[config.mk]
export PLATFORM = sky130hd
export DESIGN_NAME = lab3_display_sched
export DESIGN_NICKNAME = d
export VERILOG_FILES = /design/src/rtl/lab3_display_sched.sv
export SDC_FILE = /design/constraint.sdc
export NUM_CORES = 1
export LEC_CHECK = 0
export BUFFER_PORTS_ARGS = -buffer_cell sky130_fd_sc_hd__buf_4
export CAP_MARGIN = 40
export CORE_UTILIZATION = 57
export DETAILED_ROUTE_END_ITERATION = 10
export PLACE_DENSITY_LB_ADDON = 0.1
export SLEW_MARGIN = 5
export SYNTH_ARGS = -nofsm -noshare
export SYNTH_HDL_FRONTEND = slang
export SYNTH_SLANG_ARGS = --single-unit
[constraint.sdc]
create_clock -name int_osc -period 5.3 [get_ports int_osc]
set_clock_uncertainty 0.2 [all_clocks]
set_input_delay 0.265 -clock int_osc [delete_from_list [all_inputs] [get_ports int_osc]]
set_output_delay 0.265 -clock int_osc [all_outputs]
set_load 0.01 [all_outputs]
[src/rtl/lab3_display_sched.sv]
// Two-digit seven-segment scheduler: one shared hex decoder time-multiplexed across
// both digits, with key history updates committed only while the display is blanked.
module lab3_display_sched #(
    parameter int SHOW_CYCLES  = 48000,
    parameter int BLANK_CYCLES = 480
) (
    input  logic       int_osc,
    input  logic       reset,
    input  logic       key_valid,
    input  logic [3:0] key_code,
    output logic [6:0] seg,
    output logic [1:0] an,
    output logic [3:0] digit_l,
    output logic [3:0] digit_r,
    output logic       overrun
);

    localparam int MAX_CYCLES = (SHOW_CYCLES > BLANK_CYCLES) ? SHOW_CYCLES : BLANK_CYCLES;
    localparam int CNT_W      = (MAX_CYCLES > 1) ? $clog2(MAX_CYCLES) : 1;
    localparam logic [CNT_W-1:0] SHOW_LAST  = CNT_W'(SHOW_CYCLES - 1);
    localparam logic [CNT_W-1:0] BLANK_LAST = CNT_W'(BLANK_CYCLES - 1);

    typedef enum logic [1:0] {
        BLANK_R = 2'd0,
        SHOW_L  = 2'd1,
        BLANK_L = 2'd2,
        SHOW_R  = 2'd3
    } state_t;

    function automatic logic [6:0] seg_decode(input logic [3:0] value);
        logic [6:0] glyph;
        case (value)
            4'h0:    glyph = 7'b1000000;
            4'h1:    glyph = 7'b1111001;
            4'h2:    glyph = 7'b0100100;
            4'h3:    glyph = 7'b0110000;
            4'h4:    glyph = 7'b0011001;
            4'h5:    glyph = 7'b0010010;
            4'h6:    glyph = 7'b0000010;
            4'h7:    glyph = 7'b1111000;
            4'h8:    glyph = 7'b0000000;
            4'h9:    glyph = 7'b0010000;
            4'hA:    glyph = 7'b0001000;
            4'hB:    glyph = 7'b0000011;
            4'hC:    glyph = 7'b1000110;
            4'hD:    glyph = 7'b0100001;
            4'hE:    glyph = 7'b0000110;
            4'hF:    glyph = 7'b0001110;
            default: glyph = 7'b1111111;
        endcase
        return glyph;
    endfunction

    state_t           r_state;
    state_t           w_state_next;
    logic [CNT_W-1:0] r_phase;
    logic [CNT_W-1:0] w_phase_next;
    logic             w_phase_last;
    logic             w_enter_blank;
    logic             w_commit;
    logic [3:0]       w_dec_in;
    logic [6:0]       w_dec_out;
    logic [1:0]       r_an;
    logic [1:0]       w_an_next;
    logic [6:0]       r_seg;
    logic [6:0]       w_seg_next;
    logic [3:0]       r_digit_l;
    logic [3:0]       r_digit_r;
    logic [3:0]       r_pending;
    logic             r_pending_v;
    logic             r_overrun;

    // Next-state, phase counter and next registered display outputs
    always_comb begin
        w_state_next  = r_state;
        w_phase_next  = r_phase + CNT_W'(1);
        w_phase_last  = 1'b0;
        w_enter_blank = 1'b0;
        w_an_next     = r_an;
        w_seg_next    = r_seg;

        case (r_state)
            SHOW_L, SHOW_R: w_phase_last = (r_phase == SHOW_LAST);
            BLANK_L, BLANK_R: w_phase_last = (r_phase == BLANK_LAST);
            default: w_phase_last = 1'b1;
        endcase

        if (w_phase_last) begin
            w_phase_next = '0;
            case (r_state)
                BLANK_R: w_state_next = SHOW_L;
                SHOW_L:  w_state_next = BLANK_L;
                BLANK_L: w_state_next = SHOW_R;
                SHOW_R:  w_state_next = BLANK_R;
                default: w_state_next = BLANK_R;
            endcase
            w_enter_blank = (r_state == SHOW_L) || (r_state == SHOW_R);
        end else begin
            w_state_next  = r_state;
            w_enter_blank = 1'b0;
        end

        // seg is latched at SHOW entry only; digits cannot change until the next blank
        if (w_phase_last) begin
            case (w_state_next)
                SHOW_L: begin
                    w_an_next  = 2'b01;
                    w_seg_next = w_dec_out;
                end
                SHOW_R: begin
                    w_an_next  = 2'b10;
                    w_seg_next = w_dec_out;
                end
                default: begin
                    w_an_next  = 2'b11;
                    w_seg_next = 7'b1111111;
                end
            endcase
        end else begin
            w_an_next  = r_an;
            w_seg_next = r_seg;
        end
    end

    // Shared decoder input select and commit qualification
    always_comb begin
        w_dec_in = r_digit_r;
        if (w_state_next == SHOW_L) begin
            w_dec_in = r_digit_l;
        end else begin
            w_dec_in = r_digit_r;
        end
        w_dec_out = seg_decode(w_dec_in);
        w_commit  = w_enter_blank && r_pending_v;
    end

    // Mux FSM state, phase counter and registered anode/segment drive
    always_ff @(posedge int_osc or posedge reset) begin
        if (reset) begin
            r_state <= BLANK_R;
            r_phase <= '0;
            r_an    <= 2'b11;
            r_seg   <= 7'b1111111;
        end else begin
            r_state <= w_state_next;
            r_phase <= w_phase_next;
            r_an    <= w_an_next;
            r_seg   <= w_seg_next;
        end
    end

    // Key capture, blank-window commit of the digit history, sticky overrun
    always_ff @(posedge int_osc or posedge reset) begin
        if (reset) begin
            r_digit_l   <= 4'h0;
            r_digit_r   <= 4'h0;
            r_pending   <= 4'h0;
            r_pending_v <= 1'b0;
            r_overrun   <= 1'b0;
        end else begin
            if (w_commit) begin
                r_digit_l <= r_digit_r;
                r_digit_r <= r_pending;
            end
            // A key landing on a commit edge is not an overrun: the old value leaves this edge
            if (key_valid) begin
                r_pending   <= key_code;
                r_pending_v <= 1'b1;
                if (r_pending_v && !w_commit) begin
                    r_overrun <= 1'b1;
                end
            end else if (w_commit) begin
                r_pending_v <= 1'b0;
            end
        end
    end

    assign seg     = r_seg;
    assign an      = r_an;
    assign digit_l = r_digit_l;
    assign digit_r = r_digit_r;
    assign overrun = r_overrun;

endmodule

# Word-level counts from Yosys, hierarchy flattened
# Memories as Yosys holds them, arrays and structs flattened.
# Index checks and enable logic that the tools add are counted.
# word_totals
reg_bits	41
romBits	112
output_inout_bits	18
wordCells	38
mem_count	1
# op_classes
n_addsub	1
n_eq_ne	7
n_mux	10
n_reduce_logical	10
# mem_list
name	words	width	read_ports	rd_ports_with_merged_regs	write_ports	line	rtl
(name not given)	16	7	1	0	0	32	case (value)
# op_table
cell	count
adder 16 x 1 -> 16 bit (second input constant)	1
equality test 16 bit (second input constant)	1
equality test 16 x 9 -> 1 bit (second input constant)	1
2-to-1 mux 16 bit	1
one-hot mux 2 bit (4 select lines)	1
2-to-1 mux 7 bit	1
equality test 2 bit (second input constant)	3
OR reduction 2 bit	3
equality test 2 x 1 -> 1 bit (second input constant)	2
2-to-1 mux 4 bit	1
one-hot mux 2 bit (2 select lines)	1
2-to-1 mux 1 bit	3
logical AND 1 bit	2
logical NOT 2 bit	1
2-to-1 mux 2 bit	1
one-hot mux 1 bit (2 select lines)	1
AND reduction 2 bit	1
nonzero test 2 bit	1
logical NOT 1 bit	1
logical OR 1 bit	1

# Depth between registers and ports, before layout
# Gate-level depths: netlist of run 1.
# depth
ltp_word	8
mapped_depth	14

# Worst setup path before layout of run 1
# OpenSTA, ideal clock, no wires.
# synth_timing
path_kind	register to register
startpoint	reg r_state[0]
endpoint	reg r_seg[3], in the netlist seg[3]
setup_ns	0.080
t_arrival_ns	3.067
required_time_ns	5.020
path_slack_ns	1.953
stages_incl_launch_ff	12
path_buffers	0
synth_period_minus_slack_ns	3.347
path_cell_list	dfrtp_1 inv_1 ha_1 nor2_1 and4_1 o221a_2 mux2i_2 mux2i_1 inv_1 ha_1 mux4_2 o22a_1
# synth_between
elab_chain_cells	8
elab_cells_between_ends	15
cone_classes	5 x eq/ne; 5 x mux; 4 x reduce/logical; 1 x memory
# synth_rtl
item	line	rtl
start, declared	54	state_t r_state;
start signal, assigned	145	r_state <= w_state_next;
equality test 2 bit (tied with other cells)	82, 90	
OR reduction 2 bit	82	case (r_state)
one-hot mux 1 bit (2 select lines)	82	
2-to-1 mux 2 bit	88	if (w_phase_last) begin
equality test 2 x 1 -> 1 bit	105, 128	
2-to-1 mux 4 bit	128	if (w_state_next == SHOW_L) begin
memory (16 x 7 bit)	-	
2-to-1 mux 7 bit	105	case (w_state_next)
end signal, assigned	148	r_seg <= w_seg_next;
end, declared	65	logic [6:0] r_seg;
# Several ways; a longest one is shown, not always the timed one.
# A chain may end at the register's enable or synchronous reset.

# Final worst setup path of run 1
# Ends and elaborated chain as after synthesis.

==> impl_metrics.json, run 1 <==
{
  "clock_sinks": 41,
  "fp.dieArea_um2": 4360,
  "synth_area_leaders": "dfrtp_1 34%, dfstp_2 10%, mux2_2 6.7%",
  "async_reset_ff_share_pct": 100,
  "irDropWorstVdd_mv": 0.225,
  "leakage_nw": 1.18,
  "startpoint_type": "flip-flop",
  "place_ws_ns": 1.55,
  "status": "completed",
  "swShare_pct": 19.9,
  "crit_chain": "inv_1 > ha_1 > nor2_1 > and4_1 > o221a_2 > mux2i_2 > mux2i_1 > inv_1 > ha_1 > mux4_2 > o22a_1",
  "syn-num-nets": 248,
  "fin_ws_ns": 1.55,
  "first_pass_iters": 4,
  "tightest_slew_ns": 0.550,
  "cts_buffers": 5,
  "grt_max_degree": 42,
  "cts_root_buf": "clkbuf_8",
  "postPlaceCellArea_um2": 2560,
  "p_switching_mw": 0.119,
  "drive_above_1_share_pct": 26.2,
  "fin_nets": 274,
  "critPathMaxFanout": 9,
  "track_usage_pct": 23.6,
  "r2r-start": "r_state[0]",
  "internal-power_mw": 0.477,
  "io_buffers": 24,
  "synth_most_common_cell": "dfrtp_1",
  "critPathSlowestCell": "mux2i_2",
  "clock_power_share_pct": 44.0,
  "avgRoutedWirePerCell_um": 15.0,
  "gp_congestion": 0.867,
  "crit_type": "reg2reg",
  "yosys-top-cells-count": "32 x dfrtp_1, 30 x nor2_1, 14 x mux2_2",
  "first_global_vias": 1654,
  "synth_edf_count": 0,
  "fp.dieW_um": 66.0,
  "grt_pass1_wl_mm": 7.73,
  "hold_depth": 2,
  "cap_violations": 0,
  "synth_cell_types": 42,
  "ys_warn_count": 0,
  "relSlewSlack_pct": 62.6,
  "endpoint_kind": "flip-flop",
  "synth_top_area_share_pct": 34.3,
  "core_area_um2": 3800,
  "crit_arrival_ns": 3.78,
  "instances_no_fill": 304,
  "fmax_mhz": 266,
  "cts_tree": "built",
  "cts.path.max_buffers": 2,
  "fin_crit_ns": 3.75,
  "critPathMaxStageDelay_ns": 0.51,
  "postSynthAreaPerCell_um2": 10.2,
  "dp.cells": 293,
  "vias": 1739,
  "diodes": 0,
  "p_seq_share_pct": 53.3,
  "die_h_um": 66.0,
  "synthCells": 229,
  "antenna_found_initial": 0,
  "row_count": 22,
  "routed_wl_mm": 4.57,
  "setup_tns_ns": 0,
  "ys.flop_type": "dfrtp_1",
  "cp.required_ns": 5.32,
  "drv_slew": 0,
  "synth-seq-cells": 41,
  "rrSetupSlack_ns": 1.55,
  "power.density_nw_per_um2": 220,
  "hp-class": "in2reg",
  "synth_largest_area_cell": "dfrtp_1",
  "synthToLayoutAreaGrowth_pct": 15.8,
  "avgViaCountPerCell": 5.72,
  "holdWs_ns": 0.0104,
  "setup_viol": 0,
  "post-route-period-util_pct": 70.8,
  "dp_hpwl_mm": 3.18,
  "hold_violations": 0,
  "h-tree-depth": 2,
  "clk_pin_slew_ns": 0.08,
  "hold_end": "r_pending[2]",
  "p_comb_share_pct": 2.6,
  "clk_latency_ns": 0.29,
  "cts_resized": 0,
  "ant_nets": 0,
  "rr_worst_depth": 11,
  "drc_errors": 0,
  "rr_endpoint": "seg[3]",
  "final_area_um2": 2710,
  "start_util_pct": 61.5,
  "drtIter0Drc": 153,
  "syn_area_um2": 2340,
  "grt-ovfl-total": 0,
  "ys_seq_area_share_pct": 44.4,
  "ios": 25,
  "rsz0062_at_grt": "false",
  "hp-start": "key_code[2]",
  "fillCellCount": 310
}
registers in the layout, summed over array words and instances, names as in the netlist:
name,cells
an,2
digit_l,4
digit_r,4
overrun,1
r_pending,4
r_pending_v,1
r_phase,16
r_state,2
seg,7
power by group through the flow:
stage          clock (mW)  combinational [mW]  sequential [mW]
3_5_place_dp            0              0.0145            0.323
6_report            0.262              0.0156            0.318
5_1_grt             0.280              0.0177            0.318
3_3_place_gp            0              0.0140            0.323
2_1_floorplan           0             0.00778            0.323
4_1_cts             0.267              0.0162            0.317
area by class of cell:
| class | count | area (um^2) | area share, % |
|---|---|---|---|
| Multi-Input combinational cell | 168 | 1220 | 45.2 |
| Sequential cell | 41 | 1040 | 38.3 |
| Timing Repair Buffer | 30 | 233 | 8.60 |
| Clock buffer | 6 | 82.6 | 3.05 |
| Tap cell | 48 | 60.1 | 2.22 |
| Clock inverter | 2 | 37.5 | 1.39 |
| Inverter | 9 | 33.8 | 1.25 |
layer usage:
layer  global-route usage, %  share of wire [%]  vias up
met5                       0                  0        -
met4                    8.24               0.90        0
met3                    5.34                5.0        4
met2                    35.8                 45       44
met1                    33.0                 49      829
li1                        -                  -      862
worst max-delay path: cells and delay by family, from the launching register on:
kind,cells,cell delay [ns]
mux,3,1.45
compound gates,2,0.39
buf+inv,2,0.22
flops,1,0.40
simple gates,2,0.49
fa+ha+maj,2,0.53
timing repair:
action                                 CTS  global route
buffers inserted                         0             0
endpoints found under the hold margin   34             0
hold buffers                             3             0
logic make-up after synthesis:
logic type	share of synthesized area (%)
simple gates	17.3
flops	44.4
compound gates	11.2
mux	12.2
buf+inv	3.27
xor+xnor	5.25
fa+ha+maj	6.42
metrics by stage:
step                      util, %  total power [mW]
after global placement       67.1             0.337
after floorplan                 -             0.331
after CTS                    71.3             0.601
after global routing         71.3             0.616
final                        71.3             0.595
after detailed placement     67.3             0.338
cell usage in the layout (no fill, tap or decap), types with 3 or more instances in the layout:
master,n
dfrtp_1,32
nor2_1,30
buf_4,27
mux2_2,14
nand2_1,13
o21ai_0,12
ha_1,12
inv_1,9
mux2i_1,9
xor2_1,9
dfstp_2,9
a21oi_1,7
nand3_1,7
nor3_1,6
clkbuf_8,6
xnor2_1,5
a31oi_1,4
and4_1,3
nand2b_1,3
nor2b_1,3
nand3b_1,3
dlygate4sd3_1,3
how the worst max path moves through the flow:
| stage | from | slack (ns) | end | cells past startpoint |
|---|---|---|---|---|
| after floorplan | r_state[0] | 1.95 | seg[3] | 11 |
| after CTS | r_state[0] | 1.54 | seg[2] | 14 |
| after detailed placement | r_state[0] | 1.55 | seg[2] | 14 |
| final | r_state[0] | 1.55 | seg[3] | 11 |
| after global placement | r_state[0] | 1.69 | seg[3] | 11 |
| after global routing | r_state[0] | 1.24 | seg[2] | 14 |
No activity file was read; power rests on OpenSTA's default activity.
==> run 2, diff against run 1 <==
- ABC_AREA: not set -> 1
- CORE_UTILIZATION: 57 -> 53
- clock period: 5.3 -> 3.2 ns (I/O delays scaled with it)
==> run 2 against run 1 <==
Net effect: cell count increased by 21%; die area increased by 7.3%; clock-buffer cell count decreased by 1; sequential share of layout area decreased by 1.4 points; core utilization decreased by 3.0 points; routed wire length decreased by 3.3%; worst setup slack got worse by 1.2 ns; flip-flop and latch count unchanged; cell area increased by 3.7%; sequential power increased by 65%; area after synthesis unchanged; largest cell class unchanged.
==> impl_metrics.json, run 2 <==
{
  "status": "completed",
  "diodes": 0,
  "fin_util_pct": 68.3,
  "cts_tree": "built",
  "routed_wl_mm": 4.42,
  "synth-seq-cells": 41,
  "cp.required_ns": 3.25,
  "synthCells": 278,
  "synth_area_leaders": "dfrtp_1 34%, dfstp_2 10%, nand2_1 8.8%",
  "die_h_um": 68.4,
  "power.density_nw_per_um2": 375,
  "cap_violations": 0,
  "antenna_found_initial": 0,
  "hp-start": "r_phase[0]",
  "hold_depth": 1,
  "place_ws_ns": 0.361,
  "first_global_vias": 1714,
  "fin_nets": 337,
  "ys.flop_type": "dfrtp_1",
  "setup_tns_ns": 0,
  "rr_worst_depth": 18,
  "hp-class": "reg2reg",
  "hold_violations": 0,
  "io_buffers": 24,
  "syn_area_um2": 2340,
  "postSynthAreaPerCell_um2": 8.41,
  "cts_root_buf": "clkbuf_8",
  "cts_buffers": 5,
  "holdWs_ns": 0.273,
  "dp_hpwl_mm": 3.25,
  "fin_ws_ns": 0.347,
  "post-route-period-util_pct": 89.2,
  "critPathSlowestCell": "dfrtp_1",
  "drc_errors": 0,
  "yosys-top-cells-count": "55 x nand2_1, 40 x inv_1, 32 x dfrtp_1",
  "synthToLayoutAreaGrowth_pct": 20.2,
  "irDropWorstVdd_mv": 0.311,
  "row_count": 23,
  "clock_sinks": 41,
  "clk_pin_slew_ns": 0.08,
  "critPathMaxFanout": 9,
  "top_register": "r_phase",
  "relSlewSlack_pct": 51.7,
  "ant_nets": 0,
  "cts.path.max_buffers": 2,
  "hold_end": "r_phase[0]",
  "syn-num-nets": 297,
  "grt-ovfl-total": 0,
  "drive_above_1_share_pct": 25.4,
  "largest_reg_flops": 16,
  "tightest_slew_ns": 0.724,
  "ios": 25,
  "leakage_nw": 1.45,
  "fmax_mhz": 350,
  "track_usage_pct": 22.5,
  "ys_warn_count": 0,
  "clk_latency_ns": 0.30,
  "h-tree-depth": 2,
  "first_pass_iters": 4,
  "core_area_um2": 4120,
  "synth_edf_count": 0,
  "synth_cell_types": 33,
  "crit_chain": "inv_1 > ha_1 > inv_1 > nand2_1 > o21ai_0 > nand2_2 > nor2_8 > nand3_2 > nand2_4 > nand2_4 > nand2_1 > nand2_1 > ha_1 > inv_1 > nand3_1 > o211ai_1 > nand2_1 > inv_1",
  "fin_crit_ns": 2.85,
  "crit_arrival_ns": 2.90,
  "worst-path-buf-inv": 4,
  "rrSetupSlack_ns": 0.35,
  "synth_most_common_cell": "nand2_1",
  "avgViaCountPerCell": 5.03,
  "r2r-start": "r_state[0]",
  "fillCellCount": 339,
  "avgRoutedWirePerCell_um": 12.0,
  "async_reset_ff_share_pct": 100,
  "fp.dieArea_um2": 4680,
  "path_delay_family": "simple AND/OR/NAND/NOR gates",
  "gp_congestion": 0.888,
  "endpoint_kind": "flip-flop",
  "grt_pass1_wl_mm": 7.81,
  "synth_top_area_share_pct": 34.3,
  "synth_largest_area_cell": "dfrtp_1",
  "crit_type": "reg2reg",
  "drtIter0Drc": 93,
  "startpoint_type": "flip-flop",
  "setup_viol": 0,
  "rr_endpoint": "seg[2]",
  "fp.dieW_um": 68.4,
  "mostFrequentLayoutCell": "nand2_1",
  "grt_max_degree": 24,
  "final_cell_mix": "55 x nand2_1, 40 x inv_1, 32 x dfrtp_1",
  "critPathMaxStageDelay_ns": 0.42,
  "ys_seq_area_share_pct": 44.4,
  "start_util_pct": 56.8,
  "drv_slew": 0,
  "vias": 1856,
  "p_total_mw": 1.05,
  "rsz0062_at_grt": "false"
}
==> run 2: cell count changes after synthesis, moves of 5 or more <==
cell      change
nand2_1      +42
inv_1        +31
nand3_1      +17
mux2_2       -10
mux2i_1       -9
nor2_1        -8
xor2_1        -8
nand2_2       +7
a21oi_1       +6
clkbuf_1      -6
nand2_4       +5
xnor2_1       -5
==> run 2: through the flow <==
stage	cell area, um^2	cells
floorplan	2340	278
global placement	2570	351
global route	2810	369
finish	2810	369
detailed placement	2570	351
CTS	2810	369
==> run 2: where the power goes <==
| part | leakage [nW] | total, mW | internal, mW | switching, mW |
|---|---|---|---|---|
| clock | 0.0681 | 0.491 | 0.310 | 0.181 |
| combinational | 0.875 | 0.0370 | 0.0211 | 0.0159 |
| sequential | 0.506 | 0.526 | 0.523 | 0.00252 |
==> run 2: logic make-up after synthesis <==
| logic type | after synthesis | synth area share [%] |
|---|---|---|
| multiplexers | 4 | 1.93 |
| adder cells (fa/ha/maj) | 12 | 6.42 |
| AO/OA/AOI/OAI | 36 | 8.83 |
| XOR/XNOR | 1 | 0.375 |
| buffers and inverters | 46 | 7.76 |
| AND/OR/NAND/NOR | 138 | 30.3 |
| flip-flops | 41 | 44.4 |
==> run 2: area by class of cell <==
cell class	instances	area, um^2	area share, %
Clock inverter	3	65.1	2.32
Tap cell	50	62.6	2.23
Timing Repair Buffer	36	295	10.5
Inverter	43	161	5.75
Multi-Input combinational cell	191	1120	39.8
Sequential cell	41	1040	36.9
Clock buffer	5	68.8	2.45
==> run 2: metal layers <==
layer	up-vias	track usage, %	part of all wire [%]
met2	29	33.9	44
met4	0	6.51	1.1
met3	6	5.00	3.4
li1	968	-	-
met1	853	32.0	52
met5	-	0	0
==> run 2: worst max-delay path by stage <==
stage                           from  endpoint  slack (ns)  cells after the start
after floorplan           r_state[0]    seg[0]        0.63                     21
after global placement    r_state[0]    seg[2]        0.44                     18
after detailed placement  r_state[0]    seg[2]        0.36                     18
after CTS                 r_state[0]    seg[2]        0.34                     18
after global routing      r_state[0]    seg[0]       0.001                     21
final                     r_state[0]    seg[2]        0.35                     18
==> run 2: what timing repair did <==
action	in CTS	in global routing
hold endpoints to repair	22	0
hold buffers	10	0
gates resized for setup	0	0
setup buffers	0	0
